==> src/rtl/fetch_req_sequencer.sv <==
// Instruction-fetch request sequencer: owns the fetch PC, issues aligned 64-bit reads under a
// credit limit, pairs in-order responses with their PCs and hands instructions to decode.
module fetch_req_sequencer #(
   parameter int          DEPTH    = 4,
   parameter logic [63:0] RESET_PC = 64'd8
) (
   input  logic        clk,
   input  logic        rst,
   input  logic        fetch_en,
   input  logic        set_pc_valid,
   input  logic [63:0] set_pc,
   output logic        mem_rien,
   output logic [63:0] mem_riaddr,
   input  logic        mem_rivalid,
   input  logic [63:0] mem_ridata,
   output logic        out_valid,
   input  logic        out_ready,
   output logic [31:0] out_instr,
   output logic [63:0] out_pc,
   output logic        err_unexp_rsp
);

   localparam int PW = (DEPTH > 1) ? $clog2(DEPTH) : 1;
   localparam int CW = $clog2(DEPTH + 1);

   function automatic logic [31:0] word_sel(input logic [63:0] data, input logic hi);
      logic [31:0] w;
      if (hi) begin
         w = data[63:32];
      end else begin
         w = data[31:0];
      end
      return w;
   endfunction

   logic [63:0]       pc_r;
   logic [63:0]       pc_mem_r   [DEPTH];
   logic [63:0]       data_mem_r [DEPTH];
   logic [DEPTH-1:0]  filled_r;
   logic [PW-1:0]     head_r, tail_r, fill_r;
   logic [CW-1:0]     used_r;
   logic [CW-1:0]     live_r;
   logic [CW-1:0]     drop_r;
   logic              err_r;

   logic [CW:0]       credit_s;
   logic [CW:0]       redir_total_s;
   logic [CW:0]       drop_redir_s;
   logic              issue_s;
   logic              pop_s;
   logic              rsp_drop_s;
   logic              rsp_fill_s;
   logic              rsp_unexp_s;

   // Credit check, response classification and head presentation.
   always_comb begin
      credit_s      = {1'b0, used_r} + {1'b0, drop_r};
      redir_total_s = {1'b0, live_r} + {1'b0, drop_r};
      drop_redir_s  = redir_total_s;
      mem_rien      = 1'b0;
      out_valid     = 1'b0;
      rsp_drop_s    = 1'b0;
      rsp_fill_s    = 1'b0;
      rsp_unexp_s   = 1'b0;

      if (!rst && fetch_en && !set_pc_valid && (credit_s < (CW+1)'(DEPTH))) begin
         mem_rien = 1'b1;
      end else begin
         mem_rien = 1'b0;
      end
      issue_s = mem_rien;

      if (used_r != {CW{1'b0}}) begin
         out_valid = filled_r[head_r];
      end else begin
         out_valid = 1'b0;
      end
      pop_s = out_valid & out_ready & ~set_pc_valid;

      // Stale reads are retired first; a response with nothing owed is flagged and ignored.
      if (mem_rivalid) begin
         if (drop_r != {CW{1'b0}}) begin
            rsp_drop_s = 1'b1;
         end else if (live_r != {CW{1'b0}}) begin
            rsp_fill_s = ~set_pc_valid;
         end else begin
            rsp_unexp_s = 1'b1;
         end
      end else begin
         rsp_drop_s = 1'b0;
      end

      if (mem_rivalid && (redir_total_s != {(CW+1){1'b0}})) begin
         drop_redir_s = redir_total_s - (CW+1)'(1'b1);
      end else begin
         drop_redir_s = redir_total_s;
      end
   end

   assign mem_riaddr    = {pc_r[63:3], 3'b000};
   assign out_pc        = pc_mem_r[head_r];
   assign out_instr     = word_sel(data_mem_r[head_r], pc_mem_r[head_r][2]);
   assign err_unexp_rsp = err_r;

   // Fetch PC, entry buffer, pointers and credit counters.
   always_ff @(posedge clk) begin
      if (rst) begin
         pc_r     <= RESET_PC;
         head_r   <= {PW{1'b0}};
         tail_r   <= {PW{1'b0}};
         fill_r   <= {PW{1'b0}};
         used_r   <= {CW{1'b0}};
         live_r   <= {CW{1'b0}};
         drop_r   <= {CW{1'b0}};
         err_r    <= 1'b0;
         filled_r <= {DEPTH{1'b0}};
         for (int i = 0; i < DEPTH; i++) begin
            pc_mem_r[i]   <= 64'd0;
            data_mem_r[i] <= 64'd0;
         end
      end else begin
         if (rsp_unexp_s) begin
            err_r <= 1'b1;
         end
         if (set_pc_valid) begin
            pc_r   <= set_pc;
            head_r <= {PW{1'b0}};
            tail_r <= {PW{1'b0}};
            fill_r <= {PW{1'b0}};
            used_r <= {CW{1'b0}};
            live_r <= {CW{1'b0}};
            drop_r <= drop_redir_s[CW-1:0];
         end else begin
            if (issue_s) begin
               pc_mem_r[tail_r] <= pc_r;
               filled_r[tail_r] <= 1'b0;
               tail_r           <= tail_r + PW'(1'b1);
               pc_r             <= pc_r + 64'd4;
            end
            if (rsp_drop_s) begin
               drop_r <= drop_r - CW'(1'b1);
            end
            if (rsp_fill_s) begin
               data_mem_r[fill_r] <= mem_ridata;
               filled_r[fill_r]   <= 1'b1;
               fill_r             <= fill_r + PW'(1'b1);
            end
            if (pop_s) begin
               head_r <= head_r + PW'(1'b1);
            end
            used_r <= used_r + CW'(issue_s) - CW'(pop_s);
            live_r <= live_r + CW'(issue_s) - CW'(rsp_fill_s);
         end
      end
   end

endmodule

==> config.mk <==
export PLATFORM = sky130hd
export DESIGN_NAME = fetch_req_sequencer
export DESIGN_NICKNAME = d
export VERILOG_FILES = /design/src/rtl/fetch_req_sequencer.sv
export SDC_FILE = /design/constraint.sdc
export NUM_CORES = 1
export LEC_CHECK = 0
export BUFFER_PORTS_ARGS = -buffer_cell sky130_fd_sc_hd__buf_4
export CAP_MARGIN = 0
export CORE_MARGIN = 5
export CORE_UTILIZATION = 60
export DETAILED_ROUTE_END_ITERATION = 10
export PLACE_DENSITY = 0.81
export SYNTH_ARGS = -nofsm -noshare
export SYNTH_HDL_FRONTEND = slang
export SYNTH_SLANG_ARGS = --single-unit
export TNS_END_PERCENT = 1
==> constraint.sdc <==
create_clock -name clk -period 21.2 [get_ports clk]
set_clock_uncertainty 0.05 [all_clocks]
set_input_delay 1.06 -clock clk [delete_from_list [all_inputs] [get_ports clk]]
set_output_delay 1.06 -clock clk [all_outputs]
set_load 0.02 [all_outputs]
Yosys cells after proc, flatten, opt, wreduce, memory -nomap -nowiden:

Memories as Yosys holds them, arrays and structs flattened. A register that Yosys moved wholly into a read port is not among the register bits.
Cells that the tools add are included.
W data, S select, Z words.

* multiplexer cells: 46
* bitwise operators: 6
* add/subtract/negate cells: 12
* reductions and logical operators: 17
* $lt $le $gt $ge: 6
* shifts and indexed selects: 0
* equal/unequal tests: 0
* divide/modulo/power cells: 0
* multiply operators: 0

Operator list (number)
* $mux W64: 4
* $reduce_or A64 Y1: 2
* $add A64 B3 Y64 const B: 1
* $mux W32: 1
* $mux W1: 25
* $mux W4: 4
* $mux W2: 6
* $lt A2 B3 Y1 const B: 3
* $mux W3: 3
* $reduce_bool A3 Y1: 3
* $add A3 B3 Y4: 2
* $add A2 B1 Y2 const B: 3
* $add A3 B1 Y3: 2
* $logic_and A1 B1 Y1: 6
* $sub A3 B1 Y3: 2
* $sub A3 B1 Y3 const B: 2
* $and A4 B4 Y4: 1
* $demux W1 S2: 2
* $ge A2 B1 Y1 const B: 2
* $lt A4 B3 Y1 const B: 1
* $not A4 Y4: 1
* $or A4 B4 Y4: 1
* $reduce_bool A2 Y1: 2
* $reduce_bool A4 Y1: 1
* 5 further kinds: 7

* memory bits (writable): 512
* ROM bits: 0
* input port bits: 134
* memories: 2
* register bits: 84
* bits in latches: 0
* logic and storage cells: 98

Memories
* data_mem_r: words 4, bits a word 64, rd ports 1, clocked after Yosys merged registers in 1, wr ports 4, RTL line 38 `logic [63:0] data_mem_r [DEPTH];`
* pc_mem_r: words 4, bits a word 64, rd ports 1, clocked after Yosys merged registers in 1, wr ports 4, RTL line 37 `logic [63:0] pc_mem_r [DEPTH];`

Logic depth before layout (Yosys ltp):

* word-level depth: 11
* gate-level depth with buffers: 13
* depth with buffers taken out: 12

Least setup slack after synthesis:

Ideal clock, no wire load.

* path type: in2reg
* start: in set_pc_valid
* end: mem data_mem_r[1][0], enable pin
* data arrival time: 8.046 ns
* setup slack: 12.443 ns
* stages: 3
* path buffers: 2
* library setup time: 0.661 ns
* cell sequence: clkbuf_1 clkbuf_1 o41ai_1

RTL lines
* from (decl): RTL line 10 `input logic set_pc_valid,`
* to (decl): RTL line 38

==> flow_metrics.env <==
export IMPL_status="complete, no violations"
export IMPL_synth_cell_type_count=65
export IMPL_combPwrFrac_pct=7.7
export IMPL_ff_latch_area_um2=17100
export IMPL_wirelength_mm=69.91
export IMPL_synth_edf_count=512
export IMPL_ys_flop_type="edfxtp_1"
export IMPL_dp_hpwl_mm=43.17
export IMPL_start_kind="primary input"
export IMPL_placement_io_buffers=293
export IMPL_stdcell_count=2841
export IMPL_synth_seq_cells=598
export IMPL_place_inst=2729
export IMPL_drv_slew=0
export IMPL_p_sw_share_pct=22.87
export IMPL_hold_slack_ns=0.4602
export IMPL_cp_arrival_ns=5.16
export IMPL_grt_overflow=0
export IMPL_worstMarginPinSlew_ns=1.077
export IMPL_hold_violations=0
export IMPL_vias=17650
export IMPL_yosys_warnings=0
export IMPL_n_antenna_cell=0
export IMPL_cts_tree="yes"
export IMPL_die_w_um=225.7
export IMPL_period_share_pct=23.45
export IMPL_grt_total_usage_pct=27.19
export IMPL_avgSynthCellArea_um2=13.91
export IMPL_hold_path_depth=1
export IMPL_worstReg2RegEnd="pc_mem_r[1][7]"
export IMPL_whs_endpoint="filled_r[2]"
export IMPL_clkTransAtPathRegs_ns=0.06
export IMPL_drt_first_pass_iters=7
export IMPL_initial_core_util_pct=60.32
export IMPL_drt_iter0_markers=2038
export IMPL_rsz0062_at_grt="no"
export IMPL_syn_inst=2006
export IMPL_cts_sinks=598
export IMPL_worst_slack_ns=16.23
export IMPL_remaining_drc_errors=0
export IMPL_critPathCaptureType="flip-flop"
export IMPL_cts_resized=0
export IMPL_cts_buffer_depth=3
export IMPL_yosysSeqAreaShare_pct=61.27
export IMPL_r2r_start="drop_r[2]"
export IMPL_crit_type="primary input to flip-flop"
export IMPL_rrSetupSlack_ns=16.53
export IMPL_grt_pass1_wl_mm=106.7
export IMPL_crit_fanout=46
export IMPL_clkLatencyLatePin_ns=0.63
export IMPL_power_leakage_nw=11.88
export IMPL_io_pin_count=297
export IMPL_final_nets=2341
export IMPL_p_per_area_nw_per_um2=82.67
export IMPL_required_ns=21.39
export IMPL_power_total_mw=2.660
export IMPL_multiInputGateArea_um2=9764
export IMPL_maxSlewHeadroom_pct=28.23
export IMPL_fp_dieH_um=225.7
export IMPL_antenna_found_initial=2
export IMPL_seqPwrFrac_pct=51.1
export IMPL_setup_viol=0
export IMPL_fmax_ghz=0.2011
export IMPL_final_util_pct=69.56
export IMPL_cts_root_buf="clkbuf_16"
export IMPL_post_cts_buffers=0
export IMPL_power_share_clock_pct=41.2
export IMPL_routedWlPerCell_um=24.61
export IMPL_grt_pass1_vias=18050
export IMPL_maxCapViolCount=0
export IMPL_area_delta_synth_final_pct=15.33
export IMPL_drive_above_1_share_pct=26.99
export IMPL_placed_area_um2=30140
export IMPL_fin_crit_ns=4.971
export IMPL_dp_slack_ns=15.76
export IMPL_gp_congestion=0.8722
export IMPL_p_switching_uw=608.4
export IMPL_htree_levels=2
export IMPL_die_area_um2=50920
export IMPL_fillCellCount=3013
export IMPL_finalSetupTns_ns=0
export IMPL_r2r_cells=8
export IMPL_core_area_um2=46260
export IMPL_holdCritStartpoint="filled_r[2]"
export IMPL_internal_power_mw=2.052
export IMPL_synthArstFlopShare_pct=0
export IMPL_hold_path_class="flip-flop to flip-flop"
export IMPL_syn_area_um2=27900
export IMPL_grt_max_degree=87
export IMPL_cts_buffers=59
export IMPL_rows=79
export IMPL_holdBufCountCts=0
export IMPL_ant_nets=0
export IMPL_routed_via_density=6.212
export IMPL_design_area_um2=32180
export IMPL_ir_worst_vdd_mv=0.07252
-- power by group through the flow --
stage / sequential (mW) / clock, mW / combinational (mW)
detailed placement: 1.38 / 0 / 0.204
CTS: 1.36 / 1.11 / 0.205
global placement: 1.38 / 0 / 0.200
floorplan: 1.37 / 0 / 0.127
finish: 1.36 / 1.09 / 0.206
global route: 1.36 / 1.16 / 0.217
-- cell usage after synthesis (all sizes together) (27+ instances only) --
| cell type | n | area share, % |
|---|---|---|
| nor2 | 73 | 0.99 |
| nand4 | 27 | 0.63 |
| nand2 | 72 | 0.97 |
| edfxtp | 512 | 55 |
| mux4 | 129 | 10 |
| nor3 | 33 | 0.63 |
| inv | 27 | 0.36 |
| buf | 94 | 2.2 |
| dfxtp | 86 | 6.2 |
| nor4 | 31 | 0.76 |
| xnor2 | 29 | 0.91 |
| mux2 | 35 | 1.4 |
| and2 | 493 | 11 |
| clkbuf | 112 | 1.5 |
| nand3 | 35 | 0.63 |
-- how the worst max path moves through the flow --
stage	from	to	slack [ns]	depth (start not counted)
floorplan	set_pc_valid	data_mem_r[1][0]	12.44	3
global placement	set_pc_valid	pc_mem_r[1][16]	15.91	8
detailed placement	set_pc_valid	pc_mem_r[1][11]	15.76	8
CTS	flip-flop	out_instr[31]	16.34	5
global route	set_pc_valid	mem_rien	16.14	7
finish	set_pc_valid	pc_mem_r[1][7]	16.23	8
-- cell type report --
class	instances	area share, %
Sequential cell	598	53.15
Multi-Input combinational cell	1176	30.34
Timing Repair Buffer	320	7.465
Clock buffer	80	5.117
Tap cell	607	2.360
Clock inverter	32	1.236
Inverter	28	0.3266
-- sequential cells by signal, indices dropped and copies added, names as in the netlist, named ones only --
| signal | flops |
|---|---|
| used_r | 3 |
| fill_r | 2 |
| pc_mem_r | 256 |
| live_r | 3 |
| pc_r | 64 |
| tail_r | 2 |
| filled_r | 4 |
| err_unexp_rsp | 1 |
| drop_r | 3 |
| data_mem_r | 256 |
| head_r | 2 |
-- cells by family (layout without fill, tap and decap cells) --
kind of cell | after synthesis | in the layout | share of synthesized area [%]
and+or+nand+nor | 826 | 826 | 17.28
DFF | 598 | 598 | 61.27
buffers and inverters | 234 | 460 | 4.085
muxes | 169 | 169 | 12.00
AOI/OAI and AO/OA | 119 | 119 | 3.094
xor gates and xnor gates | 35 | 35 | 1.099
adders and majority gates | 24 | 24 | 1.157
other | 1 | 3 | 0.01344
-- layer usage --
layer	track usage (%)	wire length, µm	vias to the layer above
met1	36.23	25800	8787
li1	-	-	7696
met5	0	27	-
met2	44.56	34460	999
met3	6.421	7330	161
met4	9.547	2291	4
-- cells in the final DEF, fill, tap and decap left out, drive strengths merged, types with 8 or more instances in the layout --
cell | synthesis | layout
inv | 27 | 28
buf | 94 | 320
mux2 | 35 | 35
clkinv | 1 | 22
dfxtp | 86 | 86
and2 | 493 | 493
nand2 | 72 | 72
clkbuf | 112 | 80
xnor2 | 29 | 29
nand3 | 35 | 35
mux4 | 129 | 129
ha | 21 | 21
or3 | 14 | 14
and3 | 10 | 10
bufinv | 0 | 8
a211oi | 16 | 16
nor3 | 33 | 33
a21oi | 14 | 14
edfxtp | 512 | 512
nor2 | 73 | 73
or4 | 16 | 16
o31ai | 9 | 9
a311oi | 16 | 16
o21ai | 22 | 22
o211ai | 9 | 9
nor4 | 31 | 31
nand4 | 27 | 27
-- worst max-delay path, stage by stage --
cell     delay, ns
buf_4         0.28
nor2_1        0.79
nand3_1       0.14
buf_4         0.29
inv_2         0.52
nand2_1       0.49
o21ai_4       0.73
buf_4         0.71
(Power assumes the default switching activity.)
